## src/rtl/multicycle_control_fsm_pkg.sv

```systemverilog
// Shared types and constants for the RV32I multi-cycle control FSM.
// Defines the state encoding, the opcodes the FSM dispatches on, and the
// select encodings for the ALU class, ALU operand muxes and result mux.
package mc_ctrl_pkg;

  localparam int unsigned ALU_OP_W     = 2;
  localparam int unsigned RESULT_SRC_W = 2;
  localparam int unsigned STATE_W      = 4;
  localparam int unsigned OPCODE_W     = 7;
  localparam int unsigned SRC_SEL_W    = 2;

  // State encodings; also visible on the debug state output
  localparam logic [STATE_W-1:0] S_IDLE     = 4'd0;
  localparam logic [STATE_W-1:0] S_FETCH    = 4'd1;
  localparam logic [STATE_W-1:0] S_DECODE   = 4'd2;
  localparam logic [STATE_W-1:0] S_MEM_ADDR = 4'd3;
  localparam logic [STATE_W-1:0] S_MEM_RD   = 4'd4;
  localparam logic [STATE_W-1:0] S_MEM_WR   = 4'd5;
  localparam logic [STATE_W-1:0] S_MEM_WB   = 4'd6;
  localparam logic [STATE_W-1:0] S_EXEC_R   = 4'd7;
  localparam logic [STATE_W-1:0] S_EXEC_I   = 4'd8;
  localparam logic [STATE_W-1:0] S_ALU_WB   = 4'd9;
  localparam logic [STATE_W-1:0] S_BRANCH   = 4'd10;
  localparam logic [STATE_W-1:0] S_JAL      = 4'd11;
  localparam logic [STATE_W-1:0] S_AUIPC    = 4'd12;
  localparam logic [STATE_W-1:0] S_LUI      = 4'd13;
  localparam logic [STATE_W-1:0] S_TRAP     = 4'd14;

  // Named view of the same encodings for debug/trace decoding
  typedef enum logic [STATE_W-1:0] {
    ST_IDLE     = S_IDLE,
    ST_FETCH    = S_FETCH,
    ST_DECODE   = S_DECODE,
    ST_MEM_ADDR = S_MEM_ADDR,
    ST_MEM_RD   = S_MEM_RD,
    ST_MEM_WR   = S_MEM_WR,
    ST_MEM_WB   = S_MEM_WB,
    ST_EXEC_R   = S_EXEC_R,
    ST_EXEC_I   = S_EXEC_I,
    ST_ALU_WB   = S_ALU_WB,
    ST_BRANCH   = S_BRANCH,
    ST_JAL      = S_JAL,
    ST_AUIPC    = S_AUIPC,
    ST_LUI      = S_LUI,
    ST_TRAP     = S_TRAP
  } state_e;

  localparam logic [OPCODE_W-1:0] OP_LOAD   = 7'b0000011;
  localparam logic [OPCODE_W-1:0] OP_STORE  = 7'b0100011;
  localparam logic [OPCODE_W-1:0] OP_R      = 7'b0110011;
  localparam logic [OPCODE_W-1:0] OP_I      = 7'b0010011;
  localparam logic [OPCODE_W-1:0] OP_BRANCH = 7'b1100011;
  localparam logic [OPCODE_W-1:0] OP_JAL    = 7'b1101111;
  localparam logic [OPCODE_W-1:0] OP_AUIPC  = 7'b0010111;
  localparam logic [OPCODE_W-1:0] OP_LUI    = 7'b0110111;

  typedef enum logic [ALU_OP_W-1:0] {
    ALU_ADD   = 2'b00,
    ALU_SUB   = 2'b01,
    ALU_FUNCT = 2'b10,
    ALU_CMP   = 2'b11
  } alu_op_e;

  typedef enum logic [RESULT_SRC_W-1:0] {
    RES_ALUOUT = 2'b00,
    RES_MDR    = 2'b01,
    RES_ALU    = 2'b10
  } result_src_e;

  typedef enum logic [SRC_SEL_W-1:0] {
    SRC_A_PC    = 2'b00,
    SRC_A_OLDPC = 2'b01,
    SRC_A_RS1   = 2'b10
  } alu_src_a_e;

  typedef enum logic [SRC_SEL_W-1:0] {
    SRC_B_RS2  = 2'b00,
    SRC_B_IMM  = 2'b01,
    SRC_B_FOUR = 2'b10
  } alu_src_b_e;

endpackage

```

## src/rtl/multicycle_control_fsm_if.sv

```systemverilog
// Control bundle between the multi-cycle control FSM and the shared datapath.
// master: the FSM (drives enables/selects, observes opcode, mem_ready, branch_taken)
// slave : the datapath/memory side
interface multicycle_control_fsm_if;
  import mc_ctrl_pkg::*;

  logic [OPCODE_W-1:0]     opcode;
  logic                    mem_ready;
  logic                    branch_taken;
  logic                    pc_we;
  logic                    ir_we;
  logic                    reg_we;
  logic                    mem_req;
  logic                    mem_we;
  logic                    adr_src;
  logic [SRC_SEL_W-1:0]    alu_src_a;
  logic [SRC_SEL_W-1:0]    alu_src_b;
  logic [RESULT_SRC_W-1:0] result_src;
  logic [ALU_OP_W-1:0]     alu_op;

  modport master (
    input  opcode, mem_ready, branch_taken,
    output pc_we, ir_we, reg_we, mem_req, mem_we, adr_src,
           alu_src_a, alu_src_b, result_src, alu_op
  );

  modport slave (
    output opcode, mem_ready, branch_taken,
    input  pc_we, ir_we, reg_we, mem_req, mem_we, adr_src,
           alu_src_a, alu_src_b, result_src, alu_op
  );
endinterface

```

## src/rtl/multicycle_control_fsm.sv

```systemverilog
// Moore-style control FSM for the RV32I multi-cycle core.
// Sequences FETCH, DECODE, then EXECUTE/MEM/WB states and drives every enable
// and mux select of the shared datapath; memory uses a mem_req/mem_ready handshake.
// Ports:
//   clk, rst_n     clock (rising edge), asynchronous active-low reset
//   ctrl           control bundle (master side): opcode/mem_ready/branch_taken in,
//                  pc_we/ir_we/reg_we/mem_req/mem_we/adr_src/alu_src_a/alu_src_b/
//                  result_src/alu_op out
//   state_o        current state encoding, debug only
//   illegal_instr  (MC_CTRL_TRAP_EN only) high while parked in the trap state
// Build option:
//   MC_CTRL_TRAP_EN  illegal opcode enters a sticky trap state left only via rst_n;
//                    without it an illegal opcode retires as a NOP.
// Outputs decode the state register directly (plus mem_ready in the memory
// states and branch_taken in S_BRANCH), so an async reset clears them at once.
module multicycle_control_fsm
  import mc_ctrl_pkg::*;
(
  input  logic                      clk,
  input  logic                      rst_n,
  multicycle_control_fsm_if.master  ctrl,
  output logic [STATE_W-1:0]        state_o
`ifdef MC_CTRL_TRAP_EN
  ,
  output logic                      illegal_instr
`endif
);

  logic [STATE_W-1:0] state_q;
  logic [STATE_W-1:0] state_d;

  // State register
  always_ff @(posedge clk or negedge rst_n) begin
    if (!rst_n) state_q <= S_IDLE;
    else        state_q <= state_d;
  end

  // Next-state and control decode
  always_comb begin
    state_d         = state_q;
    ctrl.pc_we      = 1'b0;
    ctrl.ir_we      = 1'b0;
    ctrl.reg_we     = 1'b0;
    ctrl.mem_req    = 1'b0;
    ctrl.mem_we     = 1'b0;
    ctrl.adr_src    = 1'b0;
    ctrl.alu_src_a  = SRC_A_PC;
    ctrl.alu_src_b  = SRC_B_RS2;
    ctrl.result_src = RES_ALUOUT;
    ctrl.alu_op     = ALU_ADD;

    case (state_q)
      S_IDLE: state_d = S_FETCH;

      // PC+4 computed alongside the instruction read; both commit on mem_ready
      S_FETCH: begin
        ctrl.mem_req    = 1'b1;
        ctrl.alu_src_b  = SRC_B_FOUR;
        ctrl.result_src = RES_ALU;
        if (ctrl.mem_ready) begin
          ctrl.ir_we = 1'b1;
          ctrl.pc_we = 1'b1;
          state_d    = S_DECODE;
        end
      end

      // OldPC+imm lands in ALUOut for a later branch/JAL target
      S_DECODE: begin
        ctrl.alu_src_a = SRC_A_OLDPC;
        ctrl.alu_src_b = SRC_B_IMM;
        case (ctrl.opcode)
          OP_LOAD, OP_STORE: state_d = S_MEM_ADDR;
          OP_R:              state_d = S_EXEC_R;
          OP_I:              state_d = S_EXEC_I;
          OP_BRANCH:         state_d = S_BRANCH;
          OP_JAL:            state_d = S_JAL;
          OP_AUIPC:          state_d = S_AUIPC;
          OP_LUI:            state_d = S_LUI;
`ifdef MC_CTRL_TRAP_EN
          default:           state_d = S_TRAP;
`else
          default:           state_d = S_FETCH;
`endif
        endcase
      end

      S_MEM_ADDR: begin
        ctrl.alu_src_a = SRC_A_RS1;
        ctrl.alu_src_b = SRC_B_IMM;
        state_d = (ctrl.opcode == OP_LOAD) ? S_MEM_RD : S_MEM_WR;
      end

      S_MEM_RD: begin
        ctrl.mem_req = 1'b1;
        ctrl.adr_src = 1'b1;
        if (ctrl.mem_ready) state_d = S_MEM_WB;
      end

      S_MEM_WR: begin
        ctrl.mem_req = 1'b1;
        ctrl.mem_we  = 1'b1;
        ctrl.adr_src = 1'b1;
        if (ctrl.mem_ready) state_d = S_FETCH;
      end

      S_MEM_WB: begin
        ctrl.reg_we     = 1'b1;
        ctrl.result_src = RES_MDR;
        state_d         = S_FETCH;
      end

      S_EXEC_R: begin
        ctrl.alu_src_a = SRC_A_RS1;
        ctrl.alu_src_b = SRC_B_RS2;
        ctrl.alu_op    = ALU_FUNCT;
        state_d        = S_ALU_WB;
      end

      S_EXEC_I: begin
        ctrl.alu_src_a = SRC_A_RS1;
        ctrl.alu_src_b = SRC_B_IMM;
        ctrl.alu_op    = ALU_FUNCT;
        state_d        = S_ALU_WB;
      end

      S_ALU_WB: begin
        ctrl.reg_we = 1'b1;
        state_d     = S_FETCH;
      end

      // Target already in ALUOut; PC loads only if the comparator agrees
      S_BRANCH: begin
        ctrl.alu_src_a = SRC_A_RS1;
        ctrl.alu_src_b = SRC_B_RS2;
        ctrl.alu_op    = ALU_CMP;
        ctrl.pc_we     = ctrl.branch_taken;
        state_d        = S_FETCH;
      end

      // PC <= target from ALUOut while OldPC+4 refills ALUOut for the link write
      S_JAL: begin
        ctrl.alu_src_a = SRC_A_OLDPC;
        ctrl.alu_src_b = SRC_B_FOUR;
        ctrl.pc_we     = 1'b1;
        state_d        = S_ALU_WB;
      end

      S_AUIPC: begin
        ctrl.alu_src_a = SRC_A_OLDPC;
        ctrl.alu_src_b = SRC_B_IMM;
        state_d        = S_ALU_WB;
      end

      // Decoder guarantees rs1 = x0, so rs1+imm yields the upper immediate
      S_LUI: begin
        ctrl.alu_src_a = SRC_A_RS1;
        ctrl.alu_src_b = SRC_B_IMM;
        state_d        = S_ALU_WB;
      end

      // Sticky until reset; all controls stay low
      S_TRAP: state_d = S_TRAP;

      default: state_d = S_IDLE;
    endcase
  end

  assign state_o = state_q;

`ifdef MC_CTRL_TRAP_EN
  assign illegal_instr = (state_q == S_TRAP);
`endif

endmodule

```

## src/flat_wrapper.sv

```systemverilog
// flat-port wrapper written by rule: the top's interface ports become plain ports
module multicycle_control_fsm_flat import mc_ctrl_pkg::*;
  (clk, rst_n, state_o, ctrl_opcode, ctrl_mem_ready, ctrl_branch_taken, ctrl_pc_we, ctrl_ir_we, ctrl_reg_we, ctrl_mem_req, ctrl_mem_we, ctrl_adr_src, ctrl_alu_src_a, ctrl_alu_src_b, ctrl_result_src, ctrl_alu_op);
  multicycle_control_fsm_if ctrl_i ();
  input  logic clk;
  input  logic rst_n;
  output logic [STATE_W-1:0] state_o;
  input wire logic [$bits(ctrl_i.opcode)-1:0] ctrl_opcode;
  input wire logic [$bits(ctrl_i.mem_ready)-1:0] ctrl_mem_ready;
  input wire logic [$bits(ctrl_i.branch_taken)-1:0] ctrl_branch_taken;
  output wire logic [$bits(ctrl_i.pc_we)-1:0] ctrl_pc_we;
  output wire logic [$bits(ctrl_i.ir_we)-1:0] ctrl_ir_we;
  output wire logic [$bits(ctrl_i.reg_we)-1:0] ctrl_reg_we;
  output wire logic [$bits(ctrl_i.mem_req)-1:0] ctrl_mem_req;
  output wire logic [$bits(ctrl_i.mem_we)-1:0] ctrl_mem_we;
  output wire logic [$bits(ctrl_i.adr_src)-1:0] ctrl_adr_src;
  output wire logic [$bits(ctrl_i.alu_src_a)-1:0] ctrl_alu_src_a;
  output wire logic [$bits(ctrl_i.alu_src_b)-1:0] ctrl_alu_src_b;
  output wire logic [$bits(ctrl_i.result_src)-1:0] ctrl_result_src;
  output wire logic [$bits(ctrl_i.alu_op)-1:0] ctrl_alu_op;
  assign ctrl_i.opcode = ctrl_opcode;
  assign ctrl_i.mem_ready = ctrl_mem_ready;
  assign ctrl_i.branch_taken = ctrl_branch_taken;
  assign ctrl_pc_we = ctrl_i.pc_we;
  assign ctrl_ir_we = ctrl_i.ir_we;
  assign ctrl_reg_we = ctrl_i.reg_we;
  assign ctrl_mem_req = ctrl_i.mem_req;
  assign ctrl_mem_we = ctrl_i.mem_we;
  assign ctrl_adr_src = ctrl_i.adr_src;
  assign ctrl_alu_src_a = ctrl_i.alu_src_a;
  assign ctrl_alu_src_b = ctrl_i.alu_src_b;
  assign ctrl_result_src = ctrl_i.result_src;
  assign ctrl_alu_op = ctrl_i.alu_op;
  multicycle_control_fsm u_core (.clk(clk), .rst_n(rst_n), .ctrl(ctrl_i), .state_o(state_o));
endmodule
```

## config.mk

```make
export PLATFORM = sky130hd
export DESIGN_NAME = multicycle_control_fsm_flat
export DESIGN_NICKNAME = d
export VERILOG_FILES = /design/src/rtl/multicycle_control_fsm_pkg.sv /design/src/rtl/multicycle_control_fsm_if.sv /design/src/rtl/multicycle_control_fsm.sv /design/src/flat_wrapper.sv
export SDC_FILE = /design/constraint.sdc
export NUM_CORES = 1
export LEC_CHECK = 0
export ABC_AREA = 1
export CAP_MARGIN = 30
export CORE_UTILIZATION = 43
export CTS_CLUSTER_SIZE = 12
export DETAILED_ROUTE_END_ITERATION = 8
export PLACE_DENSITY_LB_ADDON = 0.05
export SLEW_MARGIN = 5
export SYNTH_ARGS = -nofsm -noshare
export SYNTH_HDL_FRONTEND = slang
export SYNTH_SLANG_ARGS = --single-unit
```

## constraint.sdc

```tcl
create_clock -name clk -period 1.9 [get_ports clk]
set_input_delay 0.19 -clock clk [delete_from_list [all_inputs] [get_ports clk]]
set_output_delay 0.19 -clock clk [all_outputs]
set_load 0.05 [all_outputs]
```

Yosys cells after proc, flatten, opt, wreduce, memory -nomap -nowiden:

Cells that the tools add are included.

* memories: 0
* input port bits: 11
* bits in writable memories: 0
* ROM bits: 0
* output and inout port bits: 18
* flip-flop bits (word level): 4
* bits in latches: 0

* $lt $le $gt $ge: 0
* reduce and logical (&&, ||, !) cells: 13
* multipliers: 0
* equal/unequal tests: 25
* add/sub/neg operators: 0
* mux-type cells: 17
* shifts and indexed selects: 0
* bitwise logic cells: 0
* div/mod/pow operators: 0

Operators with widths (count)
* $pmux W4 S8: 1
* $eq A4 B4 Y1 const B: 7
* $pmux W4 S7: 1
* $eq A7 B6 Y1 const B: 3
* $eq A4 B3 Y1 const B: 4
* $pmux W2 S2: 4
* $reduce_or A5 Y1: 3
* $eq A7 B5 Y1 const B: 2
* $eq A7 B7 Y1 const B: 2
* $mux W4: 3
* $reduce_or A2 Y1: 5
* $eq A4 B2 Y1 const B: 2
* $eq A7 B2 Y1 const B: 1
* $mux W1: 7
* $ne A2 B2 Y1 const B: 3
* $reduce_or A3 Y1: 2
* $eq A4 B1 Y1 const B: 1
* $logic_not A4 Y1: 1
* $reduce_or A4 Y1: 1
* $pmux W1 S3: 1
* $reduce_and A3 Y1: 1

Logic depth before layout (Yosys ltp):

Gate-level depths: netlist of the first run.

* word-level depth: 4
* depth in mapped cells: 11
* depth with buffers taken out: 11

Worst setup path after synthesis of the first run:

No wires, ideal clock.

* path type: flip-flop to output port
* from: reg u_core.state_q[2] (netlist: u_core.state_o[2])
* to: out ctrl_pc_we
* slack: -0.479 ns
* arrival time: 2.189 ns
* cell stages (with the launch flop): 5
* data required time: 1.710 ns
* buffers on the path: 0
* path through: dfrtp_1 or2_4 nor2_4 inv_2 o211ai_1

* cells in the longest elaborated chain, start to end: 2
* elaborated cells between the ends (all ways): 4
* those cells by class: 3 x eq/ne; 1 x mux

Ends and longest elaborated chain
* start: declaration: RTL line multicycle_control_fsm.sv:29 `logic [STATE_W-1:0] state_q;`
* start signal: assignment: RTL line multicycle_control_fsm.sv:35 `else state_q <= state_d;`
* $eq A4 B4 Y1 or $eq A4 B1 Y1 (tied branches): RTL line multicycle_control_fsm.sv:52 `case (state_q)`
* $pmux W1 S3 (*): RTL line multicycle_control_fsm.sv:52
* end: declaration: RTL line flat_wrapper.sv:11 `output wire logic [$bits(ctrl_i.pc_we)-1:0] ctrl_pc_we;`

Mark *: on every way between the ends. The rest lies on a longest branch, timed or not.

Final worst setup path of the first run:

* from: reg u_core.state_q[3] (netlist: u_core.state_o[3])
* to: out ctrl_pc_we

The elaborated chain is that of the path after synthesis.

==> results of run 1 <==
## cell usage in the layout (no fill, tap or decap), types with 2 or more instances in the layout
cell and n:
nand2_1 44, nor2_1 18, inv_1 16, clkdlybuf4s50_1 14
buf_12 12, nand3_1 10, nor2_2 6, buf_4 6
nand2_2 5, inv_2 4, dfrtp_2 4, clkbuf_4 3
nor2_4 2, nand4_1 2
## cell type report
class	instances	area [µm²]
clock buffers	3	22.5
fillers	85	218
inverters	20	75.1
multi-input cells	96	477
flip-flops and latches	4	105
well taps	15	18.8
repair buffers	33	450
## cell families after synthesis
family          Yosys count  share of synthesized area [%]
compound gates            5                           8.11
simple gates             91                           63.8
flops                     4                           15.1
buf+inv                  21                           13.0
## synth_stat cells
cell | instances | area share, %
a21oi_4 | 1 | 2.5
buf_6 | 1 | 1.7
dfrtp_1 | 4 | 15
inv_1 | 16 | 9.1
inv_2 | 4 | 2.3
nand2_1 | 44 | 25
nand2_2 | 5 | 4.7
nand2_4 | 1 | 1.7
nand3_1 | 10 | 7.5
nand3_2 | 1 | 1.5
nand4_1 | 2 | 1.9
nor2_1 | 18 | 10
nor2_2 | 6 | 5.7
nor2_4 | 2 | 3.4
o2111ai_1 | 1 | 1.3
o211ai_1 | 1 | 1.1
o21ai_0 | 1 | 0.75
o21ai_4 | 1 | 2.5
or2_2 | 1 | 0.94
or2_4 | 1 | 1.3
## metal layers
metal  vias up  part of all wire, %  wire length, µm  GRT usage [%]
met4         0                  4.4               93           14.5
li1        443                    -                -              -
met2        54                   52             1100           51.6
met1       403                   38              800           30.4
met3        13                  6.5              139           4.89
met5         -                    0                0              0
## worst min path at each step
| stage | start | to | slack [ps] | cells past startpoint |
|---|---|---|---|---|
| 2_1_floorplan | rst_n | u_core.state_o[0] | -110 | 0 |
| 3_3_place_gp | rst_n | u_core.state_o[1] | 400 | 1 |
| 3_5_place_dp | rst_n | u_core.state_o[2] | 420 | 1 |
| 4_1_cts | rst_n | u_core.state_o[1] | 160 | 1 |
| 5_1_grt | rst_n | u_core.state_o[1] | 180 | 1 |
| 6_report | rst_n | u_core.state_o[1] | 160 | 1 |
## power groups by stage
stage | Clock (mW) | Sequential (mW) | Combinational (mW)
floorplan | 0 | 0.305 | 1.03
global placement | 0 | 0.212 | 1.83
detailed placement | 0 | 0.216 | 1.87
CTS | 0.115 | 0.215 | 1.87
global route | 0.120 | 0.210 | 2.07
finish | 0.115 | 0.206 | 1.96
## timing repair
action,in CTS,in global routing
endpoints found under the setup margin,0,1
gates resized for setup,0,2
buffers inserted,0,5
## worst max-delay path, stage by stage, from the launching register on
cell       delay, ps
dfrtp_2          430
or2_4            300
nor2_4           130
inv_2             90
o211ai_1         260
clkbuf_16        220
==> run metrics, run 1 <==
Avg Cell Area, Syn 5.48 µm²; GR Util All Layers 28.2%; Nets 169; internal power 1.00 mW; initial core utilization 48.5%; vias in the first global route 761; Ys Warns 0; max FFs per register 4; crit path capture type output port; drt initial violations 27; Routability Congestion 0.857; clk slew on worst S/H paths 40 ps; worst reg2reg path startpoint u_core.state_o[3]; mapped cell area 663 µm²; Tot Pwr 2.28 mW; routed wire length 2.13 mm; sw frac 56.2%; via count 913; Synth Register Bits 4; VDD IR max 1.03 mV; Util after Layout 84.1%; final slew viol count 0; layout cell share with drive strength beyond 1 31.4%; clk root buf clkbuf_4; row cnt 13; Num Clock Sinks 4; antenna violations before repair 0; crit path capture ctrl_pc_we; Cell Area, Placed 1080 µm²; Max Cap Viol 0; skew final 6.71 ps; global route overflow 0; placed cells 163; pwr dens 1990 nW/µm²; R2R cell count 11; Reg power frac 9.0%; critical path peak fanout 5; Hold Path Class in2async; fin crit share 98.4%; Mapped Cells 121; Least-Margin Pin Slew 516 ps; Post-Layout Cell Count 171; Clock Latency Late Sink 250 ps; Critical Path Start Type flip-flop; Worst Slack Setup Final 31.1 ps; wire length of the first global-routing pass 3.12 mm; final-report setup violation count 0; TNS Setup 0 ps; ANT cells 0; Area Overhead vs Synth 73.2%; RSZ-0062 raised after global routing no; fin crit period 1870 ps; r2r setup slk 410 ps; Net Switching 1.28 mW; clock power share 5.1%; TritonRoute pass-1 iters 4; FF-to-FF End u_core.state_o[0]; Final Hold Fails 0; Seq/Total Area, Yosys 15.1%; die height 41.3 µm; Synthesized Nets 132; routed vias/inst 5.34; Comb power frac 85.9%; LEAKAGE 0.623 nW; largest net degree at the start of global routing 10; die area 1700 µm²; drc violations 0; clk buf depth 2; status completed; count of cell types in the netlist 20; io pins 29; path type of the worst setup path reg2out; CTS Hold Bufs 0; DR WL/cell 12.5 µm; H-tree depth 1; WHS 163 ps; worst path required time 1710 ps; remaining antenna violation count 0; Setup WS pre-CTS 280 ps; IO Port Bufs 28; design area 1150 µm²; max_slew headroom 65.5%; FMAX 535 MHz; core area 1370 µm²; CTS buffer count 3; Post-DP HPWL 1.67 mm; Worst Setup SP u_core.state_o[3]; CTS tree built; arrival time worst endpoint 1680 ps; die width 41.3 µm
(Power assumes the default switching activity.)
==> run 2, diff against run 1 <==
--- a/config.mk
+++ b/config.mk
@@ -7,6 +7,7 @@
 export LEC_CHECK = 0
 export ABC_AREA = 1
 export CAP_MARGIN = 30
+export CORE_MARGIN = 1.5
 export CORE_UTILIZATION = 43
 export CTS_CLUSTER_SIZE = 12
 export DETAILED_ROUTE_END_ITERATION = 8
@@ -15,3 +16,4 @@
 export SYNTH_ARGS = -nofsm -noshare
 export SYNTH_HDL_FRONTEND = slang
 export SYNTH_SLANG_ARGS = --single-unit
+export TNS_END_PERCENT = 20
==> run metrics, run 2 (synthesis results as in run 1) <==
Final Hold Fails 0 (unchanged); critical path peak fanout 6 (+1); CTS Hold Bufs 0 (unchanged); Nets 164 (-3.0%); CTS buffer count 3 (unchanged); Num Clock Sinks 4 (unchanged); WHS 157 ps (-5.82 ps); arrival time worst endpoint 1640 ps (-40 ps); # fillers 100 (+18%); initial core utilization 48.5% (unchanged); commonest non-fill, non-tap cell in the layout nand2_1; die height 42.3 µm (+2.4%); Least-Margin Pin Slew 510 ps (-5.93 ps); LEAKAGE 0.596 nW (-4.4%); Clock Latency Late Sink 240 ps (about the same); VDD IR max 0.953 mV (-7.9%); die width 42.3 µm (+2.4%); clk root buf clkbuf_4; Cell Area, Placed 1080 µm² (unchanged); die area 1790 µm² (+4.9%); skew final 3.59 ps (-3.11 ps); io pins 29 (unchanged); final-report setup violation count 0 (unchanged); RSZ-0062 raised after global routing no; wire length of the first global-routing pass 3.17 mm (+1.6%); via count 832 (-8.9%); vias in the first global route 808 (+6.2%); Tot Pwr 2.18 mW (-4.6%); status completed; drt initial violations 22 (-19%); max_slew headroom 65.9% (+0.40 points); row cnt 13 (unchanged); GR Util All Layers 22.6% (-5.6 points); crit path capture type output port; Setup WS pre-CTS 299 ps (+18.8 ps); H-tree depth 1 (unchanged); FMAX 547 MHz (+2.2%); routed wire length 1.81 mm (-15%); Post-DP HPWL 1.58 mm (-5.7%); remaining antenna violation count 0 (unchanged); R2R cell count 7 (-4); Worst Slack Setup Final 71.0 ps (+39.9 ps); Max Cap Viol 0 (unchanged); drc violations 0 (unchanged); Critical Path Start Type flip-flop; Area Overhead vs Synth 66.8%; max FFs per register 4 (unchanged); layout cell share with drive strength beyond 1 29.1% (-2.3 points); FF-to-FF End u_core.state_o[2]; clk buf depth 2 (unchanged); cts repair resizes 0 (unchanged); most frequent cells in the layout 44 x nand2_1, 18 x nor2_1, 16 x inv_1; IO Port Bufs 28 (unchanged); fin crit share 96.3% (-2.1 points); clk slew on worst S/H paths 40 ps (about the same); CTS tree built; fin crit period 1830 ps (-39.9 ps); Routability Congestion 0.860 (+0.37%); antenna violations before repair 0 (unchanged); design area 1110 µm² (-3.7%); global route overflow 0 (unchanged); TritonRoute pass-1 iters 4 (unchanged); largest net degree at the start of global routing 10 (unchanged); core area 1370 µm² (unchanged); worst path required time 1710 ps (about the same); ANT cells 0 (unchanged); # Post-CTS Setup Buffers 0 (unchanged); worst reg2reg path startpoint u_core.state_o[2]; final slew viol count 0 (unchanged); Hold Path Class in2async; pwr dens 1970 nW/µm² (-0.96%); DR WL/cell 10.9 µm (-13%); routed vias/inst 5.01 (-6.1%); r2r setup slk 500 ps (+90 ps); path type of the worst setup path reg2out
run 2: layout make-up:
class	count	area, µm²	share of cell area (%)
Tap cell	15	18.8	1.70
Clock buffer	3	22.5	2.04
Timing Repair Buffer	28	408	36.9
Sequential cell	4	105	9.50
Inverter	20	75.1	6.79
Multi-Input combinational cell	96	477	43.1
run 2: routing by layer:
layer	GRT usage [%]	share of wire, %	vias to the layer above	wire length (µm)
li1	-	-	429	-
met1	23.5	40	371	715
met2	43.7	54	30	983
met3	6.47	5.2	2	94
met4	5.00	0.72	0	13
met5	0	0	-	0
run 2: through the flow:
stage / setup TNS (ps) / utilization, % / std cells
after CTS: 0 / 81.0 / 166
after global placement: 0 / 79.3 / 163
after global routing: 0 / 81.0 / 166
after detailed placement: 0 / 79.3 / 163
after floorplan: -611 / - / 121
final: 0 / 81.0 / 166
run 2: worst max path at each step:
stage / start / endpoint / slack (ps) / depth (start not counted)
after detailed placement: u_core.state_o[2] / ctrl_pc_we / 300 / 5
after floorplan: u_core.state_o[2] / ctrl_pc_we / -380 / 4
after global placement: u_core.state_o[2] / ctrl_pc_we / 340 / 5
after CTS: u_core.state_o[2] / ctrl_pc_we / 40 / 5
after global routing: u_core.state_o[2] / ctrl_pc_we / 5 / 5
final: u_core.state_o[2] / ctrl_pc_we / 70 / 5
run 2: power by group:
part	switching, mW	leakage, nW	total, mW	internal (mW)
Sequential	0.0821	0.0462	0.214	0.131
Combinational	1.11	0.536	1.86	0.743
Clock	0.0344	0.0138	0.105	0.0706
Total	1.23	0.596	2.18	0.945
run 2: worst max-delay path: stages (launching register included):
cell and delay (ps):
dfrtp_2 450, or2_4 280, nor2_4 150, inv_2 90, o211ai_1 260, buf_12 180
==> run 3, diff against run 2 <==
--- a/config.mk
+++ b/config.mk
@@ -8,7 +8,7 @@
 export ABC_AREA = 1
 export CAP_MARGIN = 30
 export CORE_MARGIN = 1.5
-export CORE_UTILIZATION = 43
+export CORE_UTILIZATION = 44
 export CTS_CLUSTER_SIZE = 12
 export DETAILED_ROUTE_END_ITERATION = 8
 export PLACE_DENSITY_LB_ADDON = 0.05
@@ -16,4 +16,3 @@
 export SYNTH_ARGS = -nofsm -noshare
 export SYNTH_HDL_FRONTEND = slang
 export SYNTH_SLANG_ARGS = --single-unit
-export TNS_END_PERCENT = 20
==> run metrics, run 3 (synthesis results as in run 1) <==
FMAX 543 MHz (-0.63%); critical-path cell list or2_4 > nor2_4 > inv_2 > o211ai_1 > buf_12; path type of the worst setup path reg2out; drt initial violations 17 (-23%); Routability Congestion 0.856 (-0.56%); io pins 29 (unchanged); status completed; critical path peak fanout 6 (unchanged); DR WL/cell 10.6 µm (-2.3%); GR Util All Layers 23.2% (+0.66 points); routed vias/inst 4.92 (-1.9%); crit path capture ctrl_pc_we; worst path required time 1710 ps (about the same); clk slew on worst S/H paths 40 ps (about the same); Hold Path Class in2async; largest net degree at the start of global routing 10 (unchanged); r2r setup slk 470 ps (-30 ps); Area Overhead vs Synth 64.9%; largest delay contributor family on the critical path flip-flops; Post-DP HPWL 1.57 mm (-0.77%); Num Clock Sinks 4 (unchanged); cell depth of the worst setup path 5 (unchanged); IO Port Bufs 28 (unchanged); routed wire length 1.76 mm (-2.3%); die area 1750 µm² (-2.1%); antenna violations before repair 0 (unchanged); layout cell share with drive strength beyond 1 29.1% (unchanged); row cnt 13 (unchanged); wire length of the first global-routing pass 3.16 mm (-0.22%); worst reg2reg path startpoint u_core.state_o[1]; Nets 164 (unchanged); max FFs per register 4 (unchanged); H-tree depth 1 (unchanged); via count 816 (-1.9%); global route overflow 0 (unchanged); cts repair resizes 0 (unchanged); # Post-CTS Setup Buffers 0 (unchanged); die height 41.8 µm (-1.1%); fin crit period 1840 ps (+11.5 ps); vias in the first global route 809 (+0.12%); Final Hold Fails 0 (unchanged); drc violations 0 (unchanged); Worst Setup SP u_core.state_o[2]; final slew viol count 0 (unchanged); max_slew headroom 66.0% (+0.14 points); LEAKAGE 0.593 nW (-0.46%); final-report setup violation count 0 (unchanged); initial core utilization 49.1% (+0.58 points); CTS buffer count 3 (unchanged); fin crit share 96.9% (+0.61 points); skew final 0.427 ps (-3.17 ps); die width 41.8 µm (-1.1%); CTS tree built; crit path max-delay cell type dfrtp_2; R2R cell count 9 (+2); Max Cap Viol 0 (unchanged); placed cells 163 (unchanged); ANT cells 0 (unchanged); crit path capture type output port; arrival time worst endpoint 1650 ps (about the same); clk root buf clkbuf_4; core area 1350 µm² (-1.2%); most frequent cells in the layout 44 x nand2_1, 18 x nor2_1, 16 x inv_1; CTS Hold Bufs 0 (unchanged); remaining antenna violation count 0 (unchanged); Post-Layout Cell Count 166 (unchanged); VDD IR max 1.08 mV (+14%); clk buf depth 2 (unchanged); commonest non-fill, non-tap cell in the layout nand2_1; RSZ-0062 raised after global routing no; Least-Margin Pin Slew 508 ps (-2.05 ps); max incr delay on CP 440 ps (about the same); Critical Path Start Type flip-flop; FF-to-FF End u_core.state_o[0]; pwr dens 1980 nW/µm² (+0.51%); CP bufs+invs 2 (unchanged); Clock Latency Late Sink 240 ps (about the same); WHS 163 ps (+5.09 ps); TritonRoute pass-1 iters 5 (+1)
-- run 3: per-layer routing --
metal | up-vias | global-route usage, % | routed length (µm)
li1 | 433 | - | -
met1 | 346 | 22.6 | 658
met2 | 35 | 44.4 | 992
met3 | 2 | 6.52 | 106
met4 | 0 | 10.3 | 7
met5 | - | 0 | 0
-- run 3: power breakdown --
group	switching (mW)	internal (mW)	total [mW]	leakage (nW)
Sequential	0.0828	0.131	0.214	0.0462
Combinational	1.11	0.727	1.84	0.533
Clock	0.0373	0.0708	0.108	0.0138
-- run 3: final cells by class --
cell class	instances	area [µm²]
clock buffers	3	22.5
repair buffers	28	395
inverters	20	75.1
multi-input cells	96	477
well taps	15	18.8
flip-flops and latches	4	105
fillers	100	256
-- run 3: worst min path at each step --
stage | end | slack [ps]
floorplan | u_core.state_o[0] | -110
global placement | u_core.state_o[1] | 400
detailed placement | u_core.state_o[1] | 410
CTS | u_core.state_o[3] | 160
global route | u_core.state_o[3] | 170
finish | u_core.state_o[3] | 160
-- run 3: metrics by stage --
stage          util [%]  setup TNS (ps)  worst slack, ps  area [µm²]  power (mW)
6_report           81.0               0             59.5        1090        2.16
5_1_grt            81.0               0            0.973        1090        2.28
4_1_cts            81.0               0             44.6        1090        2.18
3_5_place_dp       79.3               0              295        1070        2.06
3_3_place_gp       79.3               0              341        1070        2.02
2_1_floorplan         -            -611             -383         668        1.33
